[config.mk]
export PLATFORM = sky130hd
export DESIGN_NAME = seq_divider_flat
export DESIGN_NICKNAME = d
export VERILOG_FILES = /design/src/rtl/seq_divider_if.sv /design/src/rtl/seq_divider.sv /design/src/flat_wrapper.sv
export SDC_FILE = /design/constraint.sdc
export NUM_CORES = 1
export LEC_CHECK = 0
export BUFFER_PORTS_ARGS = -buffer_cell sky130_fd_sc_hd__buf_2
export CORE_ASPECT_RATIO = 0.8
export CORE_MARGIN = 8
export CORE_UTILIZATION = 61
export CTS_CLUSTER_DIAMETER = 50
export DETAILED_ROUTE_END_ITERATION = 10
export PLACE_DENSITY_LB_ADDON = 0.08
export SYNTH_ARGS = -nofsm -noshare
export SYNTH_HDL_FRONTEND = slang
export SYNTH_SLANG_ARGS = --single-unit
export TNS_END_PERCENT = 100
[constraint.sdc]
create_clock -name clk -period 5.4 [get_ports clk]
set_input_delay 0.27 -clock clk [delete_from_list [all_inputs] [get_ports clk]]
set_output_delay 0.27 -clock clk [all_outputs]
set_load 0.02 [all_outputs]
[src/rtl/seq_divider_if.sv]
// Operand/result handshake bundle for seq_divider.
// The master drives operands and out_ready. The slave (the divider) drives the result side.
interface seq_divider_if #(
  parameter int WIDTH = 32
);
  logic             in_valid;
  logic             in_ready;
  logic [WIDTH-1:0] dividend;
  logic [WIDTH-1:0] divisor;
  logic             out_valid;
  logic             out_ready;
  logic [WIDTH-1:0] quotient;
  logic [WIDTH-1:0] remainder;
  logic             div_by_zero;

  modport master (
    output in_valid, dividend, divisor, out_ready,
    input  in_ready, out_valid, quotient, remainder, div_by_zero
  );

  modport slave (
    input  in_valid, dividend, divisor, out_ready,
    output in_ready, out_valid, quotient, remainder, div_by_zero
  );
endinterface

[src/rtl/seq_divider.sv]
// Iterative radix-2 restoring unsigned divider: one quotient bit per clock,
// with valid/ready handshakes on the operand side and the result side.
module seq_divider #(
  parameter int WIDTH = 32
) (
  input  logic         clk,
  input  logic         rst_n,
  seq_divider_if.slave bus
);
  localparam int CW = $clog2(WIDTH + 1);

  typedef enum logic [1:0] {
    IDLE = 2'd0,
    CALC = 2'd1,
    DONE = 2'd2
  } state_e;

  state_e           state_q, state_d;
  logic [WIDTH-1:0] rem_q, rem_d;
  logic [WIDTH-1:0] q_q, q_d;
  logic [WIDTH-1:0] d_q, d_d;
  logic [CW-1:0]    cnt_q, cnt_d;
  logic [WIDTH-1:0] quotient_q, quotient_d;
  logic [WIDTH-1:0] remainder_q, remainder_d;
  logic             dbz_q, dbz_d;
  logic             out_valid_q, out_valid_d;
  logic             in_ready_q, in_ready_d;
  logic [WIDTH:0]   trial_s;
  logic [WIDTH-1:0] rem_next_s;
  logic [WIDTH-1:0] q_next_s;

  // Next-state, restoring-step datapath and handshake control
  always_comb begin
    state_d     = state_q;
    rem_d       = rem_q;
    q_d         = q_q;
    d_d         = d_q;
    cnt_d       = cnt_q;
    quotient_d  = quotient_q;
    remainder_d = remainder_q;
    dbz_d       = dbz_q;
    out_valid_d = out_valid_q;
    in_ready_d  = in_ready_q;

    // The partial remainder is always below the divisor, so it fits in WIDTH bits.
    // Only the trial difference needs the extra bit, which serves as the borrow flag.
    trial_s = {rem_q, q_q[WIDTH-1]} - {1'b0, d_q};
    if (trial_s[WIDTH] == 1'b0) begin
      rem_next_s = trial_s[WIDTH-1:0];
      q_next_s   = {q_q[WIDTH-2:0], 1'b1};
    end else begin
      rem_next_s = {rem_q[WIDTH-2:0], q_q[WIDTH-1]};
      q_next_s   = {q_q[WIDTH-2:0], 1'b0};
    end

    case (state_q)
      IDLE: begin
        if (bus.in_valid == 1'b1) begin
          in_ready_d = 1'b0;
          if (bus.divisor == {WIDTH{1'b0}}) begin
            quotient_d  = {WIDTH{1'b1}};
            remainder_d = bus.dividend;
            dbz_d       = 1'b1;
            out_valid_d = 1'b1;
            state_d     = DONE;
          end else begin
            rem_d   = {WIDTH{1'b0}};
            q_d     = bus.dividend;
            d_d     = bus.divisor;
            cnt_d   = CW'(WIDTH);
            state_d = CALC;
          end
        end else begin
          state_d = IDLE;
        end
      end
      CALC: begin
        rem_d = rem_next_s;
        q_d   = q_next_s;
        cnt_d = cnt_q - CW'(1);
        if (cnt_q == CW'(1)) begin
          quotient_d  = q_next_s;
          remainder_d = rem_next_s;
          dbz_d       = 1'b0;
          out_valid_d = 1'b1;
          state_d     = DONE;
        end else begin
          state_d = CALC;
        end
      end
      DONE: begin
        if (bus.out_ready == 1'b1) begin
          out_valid_d = 1'b0;
          in_ready_d  = 1'b1;
          state_d     = IDLE;
        end else begin
          state_d = DONE;
        end
      end
      default: begin
        out_valid_d = 1'b0;
        in_ready_d  = 1'b1;
        state_d     = IDLE;
      end
    endcase
  end

  // State and datapath registers with synchronous active-low reset
  always_ff @(posedge clk) begin
    if (!rst_n) begin
      state_q     <= IDLE;
      rem_q       <= {WIDTH{1'b0}};
      q_q         <= {WIDTH{1'b0}};
      d_q         <= {WIDTH{1'b0}};
      cnt_q       <= {CW{1'b0}};
      quotient_q  <= {WIDTH{1'b0}};
      remainder_q <= {WIDTH{1'b0}};
      dbz_q       <= 1'b0;
      out_valid_q <= 1'b0;
      in_ready_q  <= 1'b1;
    end else begin
      state_q     <= state_d;
      rem_q       <= rem_d;
      q_q         <= q_d;
      d_q         <= d_d;
      cnt_q       <= cnt_d;
      quotient_q  <= quotient_d;
      remainder_q <= remainder_d;
      dbz_q       <= dbz_d;
      out_valid_q <= out_valid_d;
      in_ready_q  <= in_ready_d;
    end
  end

  assign bus.in_ready    = in_ready_q;
  assign bus.out_valid   = out_valid_q;
  assign bus.quotient    = quotient_q;
  assign bus.remainder   = remainder_q;
  assign bus.div_by_zero = dbz_q;
endmodule

[src/flat_wrapper.sv]
// flat-port wrapper written by rule: the top's interface ports become plain ports
module seq_divider_flat 
#(
  parameter int WIDTH = 32
)
  (clk, rst_n, bus_in_valid, bus_dividend, bus_divisor, bus_out_ready, bus_in_ready, bus_out_valid, bus_quotient, bus_remainder, bus_div_by_zero);
  seq_divider_if #(.WIDTH(WIDTH)) bus_i ();
  input  logic clk;
  input  logic rst_n;
  input wire logic [$bits(bus_i.in_valid)-1:0] bus_in_valid;
  input wire logic [$bits(bus_i.dividend)-1:0] bus_dividend;
  input wire logic [$bits(bus_i.divisor)-1:0] bus_divisor;
  input wire logic [$bits(bus_i.out_ready)-1:0] bus_out_ready;
  output wire logic [$bits(bus_i.in_ready)-1:0] bus_in_ready;
  output wire logic [$bits(bus_i.out_valid)-1:0] bus_out_valid;
  output wire logic [$bits(bus_i.quotient)-1:0] bus_quotient;
  output wire logic [$bits(bus_i.remainder)-1:0] bus_remainder;
  output wire logic [$bits(bus_i.div_by_zero)-1:0] bus_div_by_zero;
  assign bus_i.in_valid = bus_in_valid;
  assign bus_i.dividend = bus_dividend;
  assign bus_i.divisor = bus_divisor;
  assign bus_i.out_ready = bus_out_ready;
  assign bus_in_ready = bus_i.in_ready;
  assign bus_out_valid = bus_i.out_valid;
  assign bus_quotient = bus_i.quotient;
  assign bus_remainder = bus_i.remainder;
  assign bus_div_by_zero = bus_i.div_by_zero;
  seq_divider #(.WIDTH(WIDTH)) u_core (.clk(clk), .rst_n(rst_n), .bus(bus_i));
endmodule
==> impl_metrics.env, run 1 <==
export IMPL_status="completed"
export IMPL_max_freq_mhz=273
export IMPL_path_buf_inv=3
export IMPL_netlist_area_um2=8970
export IMPL_path_class="flop to flop"
export IMPL_track_usage=0.269
export IMPL_synth_seq_area_share=0.382
export IMPL_pre_cts_ws_ns=1.86
export IMPL_cts_resized=0
export IMPL_drt_vias_per_instance=6.00
export IMPL_required_ns=5.73
export IMPL_maxCapViolCount=0
export IMPL_grt_max_degree=85
export IMPL_yosysTopAreaCell="dfxtp_1"
export IMPL_postSynth_asyncResetShare=0
export IMPL_drtPass1Iterations=5
export IMPL_antenna_left=0
export IMPL_maxSlewViolCount=0
export IMPL_dieArea_um2=18900
export IMPL_h_tree_depth=4
export IMPL_crit_fanout=45
export IMPL_startpoint_type="flop"
export IMPL_design_area_um2=10300
export IMPL_place_gp_congestion=0.921
export IMPL_setup_tns_ns=0
export IMPL_finalHoldViolations=0
export IMPL_cp_end_kind="flop"
export IMPL_crit_chain="inv_1 -> ha_1 -> inv_1 -> fa_1 -> a21o_1 -> nand3_1 -> a31o_1 -> a21oi_2 -> a211oi_2 -> o21a_1 -> o211a_1 -> buf_4 -> mux2i_1 -> a21oi_1 -> a31o_1"
export IMPL_synth_main_ff_cell="dfxtp_1"
export IMPL_utilization=0.719
export IMPL_place_area_um2=9640
export IMPL_hold_class="primary input to flop"
export IMPL_routed_wl_um=26000
export IMPL_ios=135
export IMPL_drt_iter0_drc=784
export IMPL_drive_above_1_share=0.165
export IMPL_yosysTopAreaCellShare=0.382
export IMPL_clk_pin_slew_ns=0.07
export IMPL_period_minus_slack_ns=3.66
export IMPL_synth_edf_count=0
export IMPL_die_y_um=124
export IMPL_core_area_um2=14300
export IMPL_post_synth_inst_count=1106
export IMPL_post_drt_wl_per_cell_um=18.7
export IMPL_cp_arrival_ns=3.99
export IMPL_syn_nets=1209
export IMPL_diodes=0
export IMPL_fin_nets=1294
export IMPL_fin_ws_ns=1.74
export IMPL_area_growth_syn_to_layout_pct=15.0
export IMPL_clk_latency_ns=0.43
export IMPL_yosysWarnings=0
export IMPL_grt_pass1_vias=7685
export IMPL_routed_via_count=8324
export IMPL_finalSetupViolations=0
export IMPL_yosys_cell_count_top_type="nand2_1"
export IMPL_synthTopCellsByCount="201 x nand2_1, 171 x dfxtp_1, 68 x clkbuf_1"
export IMPL_critical_path_slowest_cell="buf_4"
export IMPL_ys_types=58
export IMPL_dp_hpwl_um=18700
export IMPL_grt_ovfl_total=0
export IMPL_yosys_top_cells_area="dfxtp_1 38%, nand2_1 8.4%, ha_1 4.7%"
export IMPL_rsz0062_at_grt="no"
export IMPL_grt_pass1_wl_um=40600
export IMPL_crit_family="compound AO/OA/AOI/OAI gates"
export IMPL_period_share=0.678
export IMPL_rows=39
export IMPL_clock_skew_ns=0.00757
export IMPL_post_cts_buffers=0
export IMPL_ys_seq_elements=171
export IMPL_worst_pin_slew_ns=0.852
export IMPL_initial_core_util=0.625
export IMPL_powerDensity_nw_per_um2=507
export IMPL_portBuffers=134
export IMPL_total_leakage_power_nw=4.59
export IMPL_drcViolationCount=0
export IMPL_vdd_drop_max_v=0.000548
export IMPL_root_buffer="clkbuf_16"
export IMPL_syn_area_per_cell_um2=8.11
export IMPL_grt_antenna_before_repair=0
export IMPL_relSlewSlack=0.427
export IMPL_cts_buffer_depth=2
export IMPL_hold_buffers=0
export IMPL_cts_tree="yes"
export IMPL_slowest_delay_ns=0.47
export IMPL_clock_sinks=171
export IMPL_cts_buffers=17
export IMPL_dieWidth_um=152
-- worst paths after layout --
check | from | to | slack [ns] | depth (start not counted)
max | u_core.q_q[31] | u_core.bus.remainder[20] | 1.74 | 15
min | bus_divisor[4] | u_core.d_q[4] | 0.09 | 3
max reg2reg | u_core.q_q[31] | u_core.bus.remainder[20] | 1.74 | 15
min reg2reg | u_core.d_q[1] | u_core.d_q[1] | 0.46 | 2
-- worst min-delay path, delay by kind of cell --
family,cells,cell delay [ns]
simple gates,1,0.04
compound gates,1,0.06
buf+inv,1,0.10
-- area by class of cell --
class                   count  area (um2)
multi-input cells         815        5070
fillers                  1205        4030
flip-flops and latches    171        3420
repair buffers            147         771
clock buffers              17         425
clock inverters            14         254
well taps                 184         230
inverters                  39         146
-- sequential cells by signal (all words and copies together) (netlist names) --
signal,flops
u_core.rem_q,32
u_core.state_q,2
u_core.bus.remainder,32
u_core.bus.in_ready,1
u_core.cnt_q,6
u_core.bus.out_valid,1
u_core.d_q,32
u_core.q_q,32
u_core.bus.quotient,32
u_core.bus.div_by_zero,1
-- kinds of logic after synthesis --
| group | share of synthesized area |
|---|---|
| XOR/XNOR | 0.0322 |
| flip-flops | 0.382 |
| AND/OR/NAND/NOR | 0.222 |
| AO/OA/AOI/OAI | 0.227 |
| buffers and inverters | 0.0571 |
| adder cells (fa/ha/maj) | 0.0497 |
| multiplexers | 0.0310 |
-- stage by stage --
step           hold WS, ns  total power, mW  std cells
2_1_floorplan        0.415             3.37       1106
3_3_place_gp         0.453             3.76       1356
3_5_place_dp         0.457             3.77       1356
4_1_cts             0.0911             5.19       1387
5_1_grt             0.0986             5.50       1387
6_report            0.0923             5.23       1387
-- routing by layer --
metal / global-route usage / vias up / wire length [um]
met3: 0.0617 / 33 / 2050
li1: - / 4048 / -
met5: 0 / - / 0
met4: 0.0748 / 0 / 395
met1: 0.361 / 3935 / 11300
met2: 0.424 / 308 / 12200
-- where the power goes --
part	internal [mW]	leakage, nW	switching, mW
clock	0.879	0.329	0.546
combinational	0.953	2.87	1.37
sequential	1.38	1.39	0.106
-- layout by cell type, fill, tap and decap left out, types with 11 or more instances in the layout --
master,synthesis,layout
and2_1,20,20
buf_4,1,14
a31oi_1,21,21
nand2_1,201,201
buf_2,3,133
o211ai_1,24,24
inv_1,39,39
clkbuf_16,0,17
nor2_1,60,58
nor3b_1,33,33
mux2i_1,18,18
ha_1,34,34
a21boi_0,44,44
a21o_1,19,19
nand3_1,44,44
xnor2_1,21,21
dfxtp_1,171,171
nor4_1,11,11
o21ai_0,52,52
xor2_1,12,12
o211a_1,33,33
nor3_1,38,37
a31o_1,16,16
a21oi_1,48,47
(Power assumes the default switching activity.)
==> inputs of run 2 (changes only) <==
- CORE_UTILIZATION: 61 -> 58
- clock period: 5.4 -> 3.6 ns (I/O delays scaled with it)
==> run 2 against run 1 <==
Die area is 4.6% higher. Worst hold slack worse by 0.084 ns. Non-clock buffer count is 33 higher. Final cell count is 4.3% higher. Critical path type is now primary input to flop.
==> impl_metrics.env, run 2 (same netlist as run 1, synthesis figures left out) <==
export IMPL_worstSetupEndpoint="u_core.bus.remainder[27]"
export IMPL_dieArea_um2=19700
export IMPL_cp_arrival_ns=3.63
export IMPL_crit_fanout=22
export IMPL_maxCapViolCount=0
export IMPL_drcViolationCount=0
export IMPL_max_freq_mhz=303
export IMPL_dp_hpwl_um=19400
export IMPL_routed_via_count=8420
export IMPL_grt_ovfl_total=0
export IMPL_layout_commonest_cell="nand2_1"
export IMPL_finalSetupViolations=0
export IMPL_hold_ws_ns=0.00846
export IMPL_p_comb_frac=0.473
export IMPL_regToRegStartpoint="u_core.q_q[31]"
export IMPL_portBuffers=134
export IMPL_drt_vias_per_instance=5.82
export IMPL_power_net_switching_mw=3.14
export IMPL_grt_pass1_wl_um=42400
export IMPL_clk_pin_slew_ns=0.07
export IMPL_total_leakage_power_nw=4.71
export IMPL_cts_tree="yes"
export IMPL_fin_nets=1327
export IMPL_slowest_delay_ns=0.54
export IMPL_clock_skew_ns=0.00955
export IMPL_clock_power_share=0.238
export IMPL_vdd_drop_max_v=0.000696
export IMPL_swShare=0.407
export IMPL_worst_path_stages=11
export IMPL_clk_latency_ns=0.44
export IMPL_routedLengthMet1_um=11900
export IMPL_crit_family="simple AND/OR/NAND/NOR gates"
export IMPL_rsz0062_at_grt="no"
export IMPL_post_drt_wl_per_cell_um=18.6
export IMPL_crit_chain="dlygate4sd3_1 -> buf_2 -> nor4_1 -> nand4_1 -> nor3_1 -> nand2_1 -> nor2_1 -> a31oi_1 -> nor2_4 -> nand2_1 -> o311a_1"
export IMPL_fillers=1281
export IMPL_grt_max_degree=97
export IMPL_r2r_cells=15
export IMPL_cpMostUsedCell="nand2_1"
export IMPL_worst_pin_slew_ns=0.895
export IMPL_path_buf_inv=2
export IMPL_startpoint="bus_divisor[23]"
export IMPL_hold_class="primary input to flop"
export IMPL_period_minus_slack_ns=3.30
export IMPL_area_growth_syn_to_layout_pct=18.3
export IMPL_clock_sinks=171
export IMPL_finalHoldViolations=0
export IMPL_grt_pass1_vias=7959
export IMPL_core_area_um2=15100
export IMPL_worst_r2r_setup_slack_ns=0.31
export IMPL_maxSlewViolCount=0
export IMPL_reg2reg_to="u_core.rem_q[8]"
export IMPL_period_share=0.916
export IMPL_drive_above_1_share=0.171
export IMPL_critical_path_slowest_cell="dlygate4sd3_1"
export IMPL_antenna_left=0
export IMPL_track_usage=0.271
export IMPL_seq_power_share=0.289
export IMPL_multiInputGateArea_um2=5070
export IMPL_status="completed"
export IMPL_met2_length_um=12100
export IMPL_fin_ws_ns=0.301
export IMPL_drt_iter0_drc=674
export IMPL_rows=40
export IMPL_dieWidth_um=155
export IMPL_cts_buffer_depth=2
export IMPL_ios=135
export IMPL_die_y_um=127
export IMPL_mostFrequentLayoutCells="201 x nand2_1, 171 x dfxtp_1, 133 x buf_2"
export IMPL_routed_wl_um=26900
export IMPL_cts_resized=0
export IMPL_startpoint_type="primary input"
export IMPL_initial_core_util=0.595
export IMPL_setup_tns_ns=0
export IMPL_root_buffer="clkbuf_16"
export IMPL_seq_area_um2=3420
export IMPL_path_class="primary input to flop"
export IMPL_grt_antenna_before_repair=0
export IMPL_place_gp_congestion=0.928
export IMPL_layoutNonFillerInstCount=1447
export IMPL_cp_end_kind="flop"
export IMPL_diodes=0
export IMPL_relSlewSlack=0.404
export IMPL_drtPass1Iterations=6
export IMPL_wl_met3_um=2130
export IMPL_p_total_mw=7.72
export IMPL_pre_cts_ws_ns=0.385
export IMPL_dp_cells=1394
export IMPL_cts_buffers=17
export IMPL_required_ns=3.93
export IMPL_powerDensity_nw_per_um2=728
export IMPL_h_tree_depth=4
export IMPL_highest_layer="met4"
export IMPL_internal_power_mw=4.58
==> run 2: cell type report <==
cell class,instances,area share
sequential,171,0.323
inverter,39,0.0138
clock buffer,18,0.0414
tap,210,0.0248
timing repair buffer,180,0.106
multi-input combinational,815,0.478
clock inverter,14,0.0139
==> run 2: worst min-delay path by stage <==
| stage | start | endpoint | slack, ns | cells after the start |
|---|---|---|---|---|
| floorplan | bus_divisor[0] | u_core.d_q[0] | 0.32 | 2 |
| finish | bus_divisor[16] | u_core.d_q[16] | 0.008 | 3 |
| global route | bus_divisor[6] | u_core.d_q[6] | 0.01 | 3 |
| global placement | bus_divisor[17] | u_core.d_q[17] | 0.44 | 3 |
| detailed placement | bus_divisor[20] | u_core.d_q[20] | 0.45 | 3 |
| CTS | bus_divisor[16] | u_core.d_q[16] | 0.0003 | 3 |
==> run 2: power by group through the flow <==
stage	Combinational (mW)	Clock (mW)	Sequential [mW]
after floorplan	2.82	0	2.23
final	3.65	1.84	2.23
after CTS	3.60	1.86	2.23
after global placement	3.53	0	2.26
after global routing	3.98	1.93	2.24
after detailed placement	3.55	0	2.27
==> run 2: routing by layer <==
metal,up-vias,GRT usage
li1,4126,-
met1,3958,0.354
met2,281,0.427
met3,55,0.0670
met4,0,0.0983
met5,-,0
==> run 2: tightest hold or removal path, stage by stage <==
cell      delay [ns]
buf_2           0.10
nand2_1         0.05
a21boi_0        0.07
==> run 2: what timing repair did <==
action	CTS	global route
hold endpoints to repair	21	0
buffers inserted	0	0
hold buffers	21	0
setup endpoints to repair	0	0
==> run 2: metrics by stage <==
stage	instance area, um2	utilization
after CTS	10600	0.704
after detailed placement	9810	0.651
after global placement	9810	0.651
after global routing	10600	0.704
final	10600	0.704
after floorplan	8970	-
==> inputs of run 3 (changes only) <==
- RECOVER_POWER: default -> 100
==> run 3 against run 2 <==
Register-to-register slack hardly changed. Clock power hardly changed. Global-route usage stayed put. Highest routed layer unchanged. Final area is 1.3% lower. Non-clock buffer count stayed put. Routed wire length is 0.31% higher. Clock skew is 0.00082 ns lower.
==> impl_metrics.env, run 3 (same netlist as run 1, synthesis figures left out) <==
export IMPL_fin_nets=1327
export IMPL_critical_path_slowest_cell="or2_0"
export IMPL_r2r_cells=15
export IMPL_path_class="primary input to flop"
export IMPL_cts_tree="yes"
export IMPL_drive_above_1_share=0.110
export IMPL_finalHoldViolations=0
export IMPL_clk_pin_slew_ns=0.07
export IMPL_maxCapViolCount=0
export IMPL_track_usage=0.271
export IMPL_rows=40
export IMPL_clock_skew_ns=0.00873
export IMPL_regToRegStartpoint="u_core.q_q[31]"
export IMPL_dieArea_um2=19700
export IMPL_grt_antenna_before_repair=0
export IMPL_routed_wl_um=26900
export IMPL_crit_fanout=17
export IMPL_die_y_um=127
export IMPL_drcViolationCount=0
export IMPL_cpMostUsedCell="a31oi_1"
export IMPL_hold_buffers=21
export IMPL_required_ns=3.91
export IMPL_drt_iter0_drc=684
export IMPL_met2_length_um=12200
export IMPL_total_leakage_power_nw=4.39
export IMPL_portBuffers=134
export IMPL_maxSlewViolCount=0
export IMPL_clk_latency_ns=0.45
export IMPL_cp_end_kind="flop"
export IMPL_worst_r2r_setup_slack_ns=0.31
export IMPL_status="completed"
export IMPL_drt_vias_per_instance=5.81
export IMPL_startpoint="bus_divisor[23]"
export IMPL_power_net_switching_mw=3.14
export IMPL_grt_pass1_wl_um=42400
export IMPL_grt_ovfl_total=0
export IMPL_vdd_drop_max_v=0.000688
export IMPL_layout_commonest_cell="nand2_1"
export IMPL_cts_buffer_depth=2
export IMPL_utilization=0.695
export IMPL_hp_start="bus_divisor[16]"
export IMPL_mostFrequentLayoutCells="201 x nand2_1, 171 x dfxtp_1, 69 x clkbuf_1"
export IMPL_p_comb_frac=0.467
export IMPL_dieWidth_um=155
export IMPL_cp_arrival_ns=3.65
export IMPL_h_tree_depth=4
export IMPL_fillers=1329
export IMPL_post_drt_wl_per_cell_um=18.6
export IMPL_relSlewSlack=0.259
export IMPL_routed_via_count=8414
export IMPL_seq_power_share=0.291
export IMPL_internal_power_mw=4.51
export IMPL_clock_sinks=171
export IMPL_setup_tns_ns=0
export IMPL_hold_depth=3
export IMPL_routedLengthMet1_um=12000
export IMPL_reg2reg_to="u_core.rem_q[8]"
export IMPL_whs_endpoint="u_core.d_q[16]"
export IMPL_max_freq_mhz=299
export IMPL_initial_core_util=0.595
export IMPL_ios=135
export IMPL_place_gp_congestion=0.928
export IMPL_post_cts_buffers=0
export IMPL_highest_layer="met4"
export IMPL_core_area_um2=15100
export IMPL_drtPass1Iterations=6
export IMPL_cts_resized=0
export IMPL_grt_pass1_vias=7959
export IMPL_crit_chain="dlygate4sd3_1 -> buf_2 -> nor4_1 -> nand4_1 -> nor3_1 -> nand2_1 -> nor2_1 -> a31oi_1 -> or2_0 -> or3_1 -> o211ai_1 -> a31oi_1"
export IMPL_worst_pin_slew_ns=1.11
export IMPL_hold_class="primary input to flop"
export IMPL_period_minus_slack_ns=3.34
export IMPL_wl_met3_um=2020
export IMPL_cts_buffers=17
export IMPL_swShare=0.410
export IMPL_clock_power_share=0.241
export IMPL_diodes=0
export IMPL_period_share=0.928
export IMPL_finalSetupViolations=0
export IMPL_slowest_delay_ns=0.62
export IMPL_antenna_left=0
export IMPL_dp_hpwl_um=19400
export IMPL_area_growth_syn_to_layout_pct=16.8
export IMPL_root_buffer="clkbuf_16"
export IMPL_powerDensity_nw_per_um2=731
export IMPL_startpoint_type="primary input"
export IMPL_rsz0062_at_grt="no"
export IMPL_grt_max_degree=97
-- run 3: cell count changes in the layout (fill, tap and decap cells not counted), moves of 2 or more --
| cell | delta |
|---|---|
| and2_1 | -14 |
| buf_4 | -4 |
| mux2_1 | +3 |
| and2_0 | +15 |
| buf_2 | -67 |
| clkbuf_1 | +69 |
| clkbuf_2 | +3 |
| mux2_4 | -2 |
-- run 3: cell type report --
class                           instances  area (um2)  share of cell area
Clock inverter                         14         148              0.0141
Timing Repair Buffer                  180        1010              0.0964
Clock buffer                           18         439              0.0419
Tap cell                              210         263              0.0251
Sequential cell                       171        3420               0.327
Inverter                               39         146              0.0140
Multi-Input combinational cell        815        5040               0.482
-- run 3: worst max-delay path: cells and delay by family --
family / cells / cell delay (ns)
AO/OA/AOI/OAI: 3 / 0.25
buffers and inverters: 2 / 0.67
AND/OR/NAND/NOR: 7 / 2.55
-- run 3: metal layers --
metal / GRT usage / up-vias
met1: 0.354 / 3939
li1: - / 4129
met2: 0.427 / 294
met5: 0 / -
met3: 0.0670 / 52
met4: 0.0983 / 0
-- run 3: worst max-delay path by stage --
stage	endpoint	slack, ns	cells after the start
6_report	u_core.bus.remainder[25]	0.26	12
5_1_grt	u_core.bus.remainder[25]	0.11	12
4_1_cts	u_core.rem_q[8]	0.35	15
3_5_place_dp	u_core.rem_q[12]	0.39	15
3_3_place_gp	u_core.bus.remainder[29]	0.46	15
2_1_floorplan	u_core.bus.remainder[14]	0.70	16
-- run 3: stage by stage --
step	area, um2	hold WS [ns]	worst slack [ns]	instances	power, mW
floorplan	8970	0.325	0.705	1106	5.05
global route	10500	0.0133	0.114	1447	8.08
CTS	10600	0.000334	0.351	1447	7.68
finish	10500	0.00692	0.260	1447	7.66
global placement	9810	0.444	0.462	1394	5.79
detailed placement	9810	0.451	0.385	1394	5.82
-- run 3: power by group through the flow --
stage	clock, mW	combinational (mW)	sequential [mW]
after floorplan	0	2.82	2.23
after global placement	0	3.53	2.26
after detailed placement	0	3.55	2.27
after CTS	1.86	3.60	2.23
after global routing	1.93	3.91	2.24
final	1.85	3.58	2.23
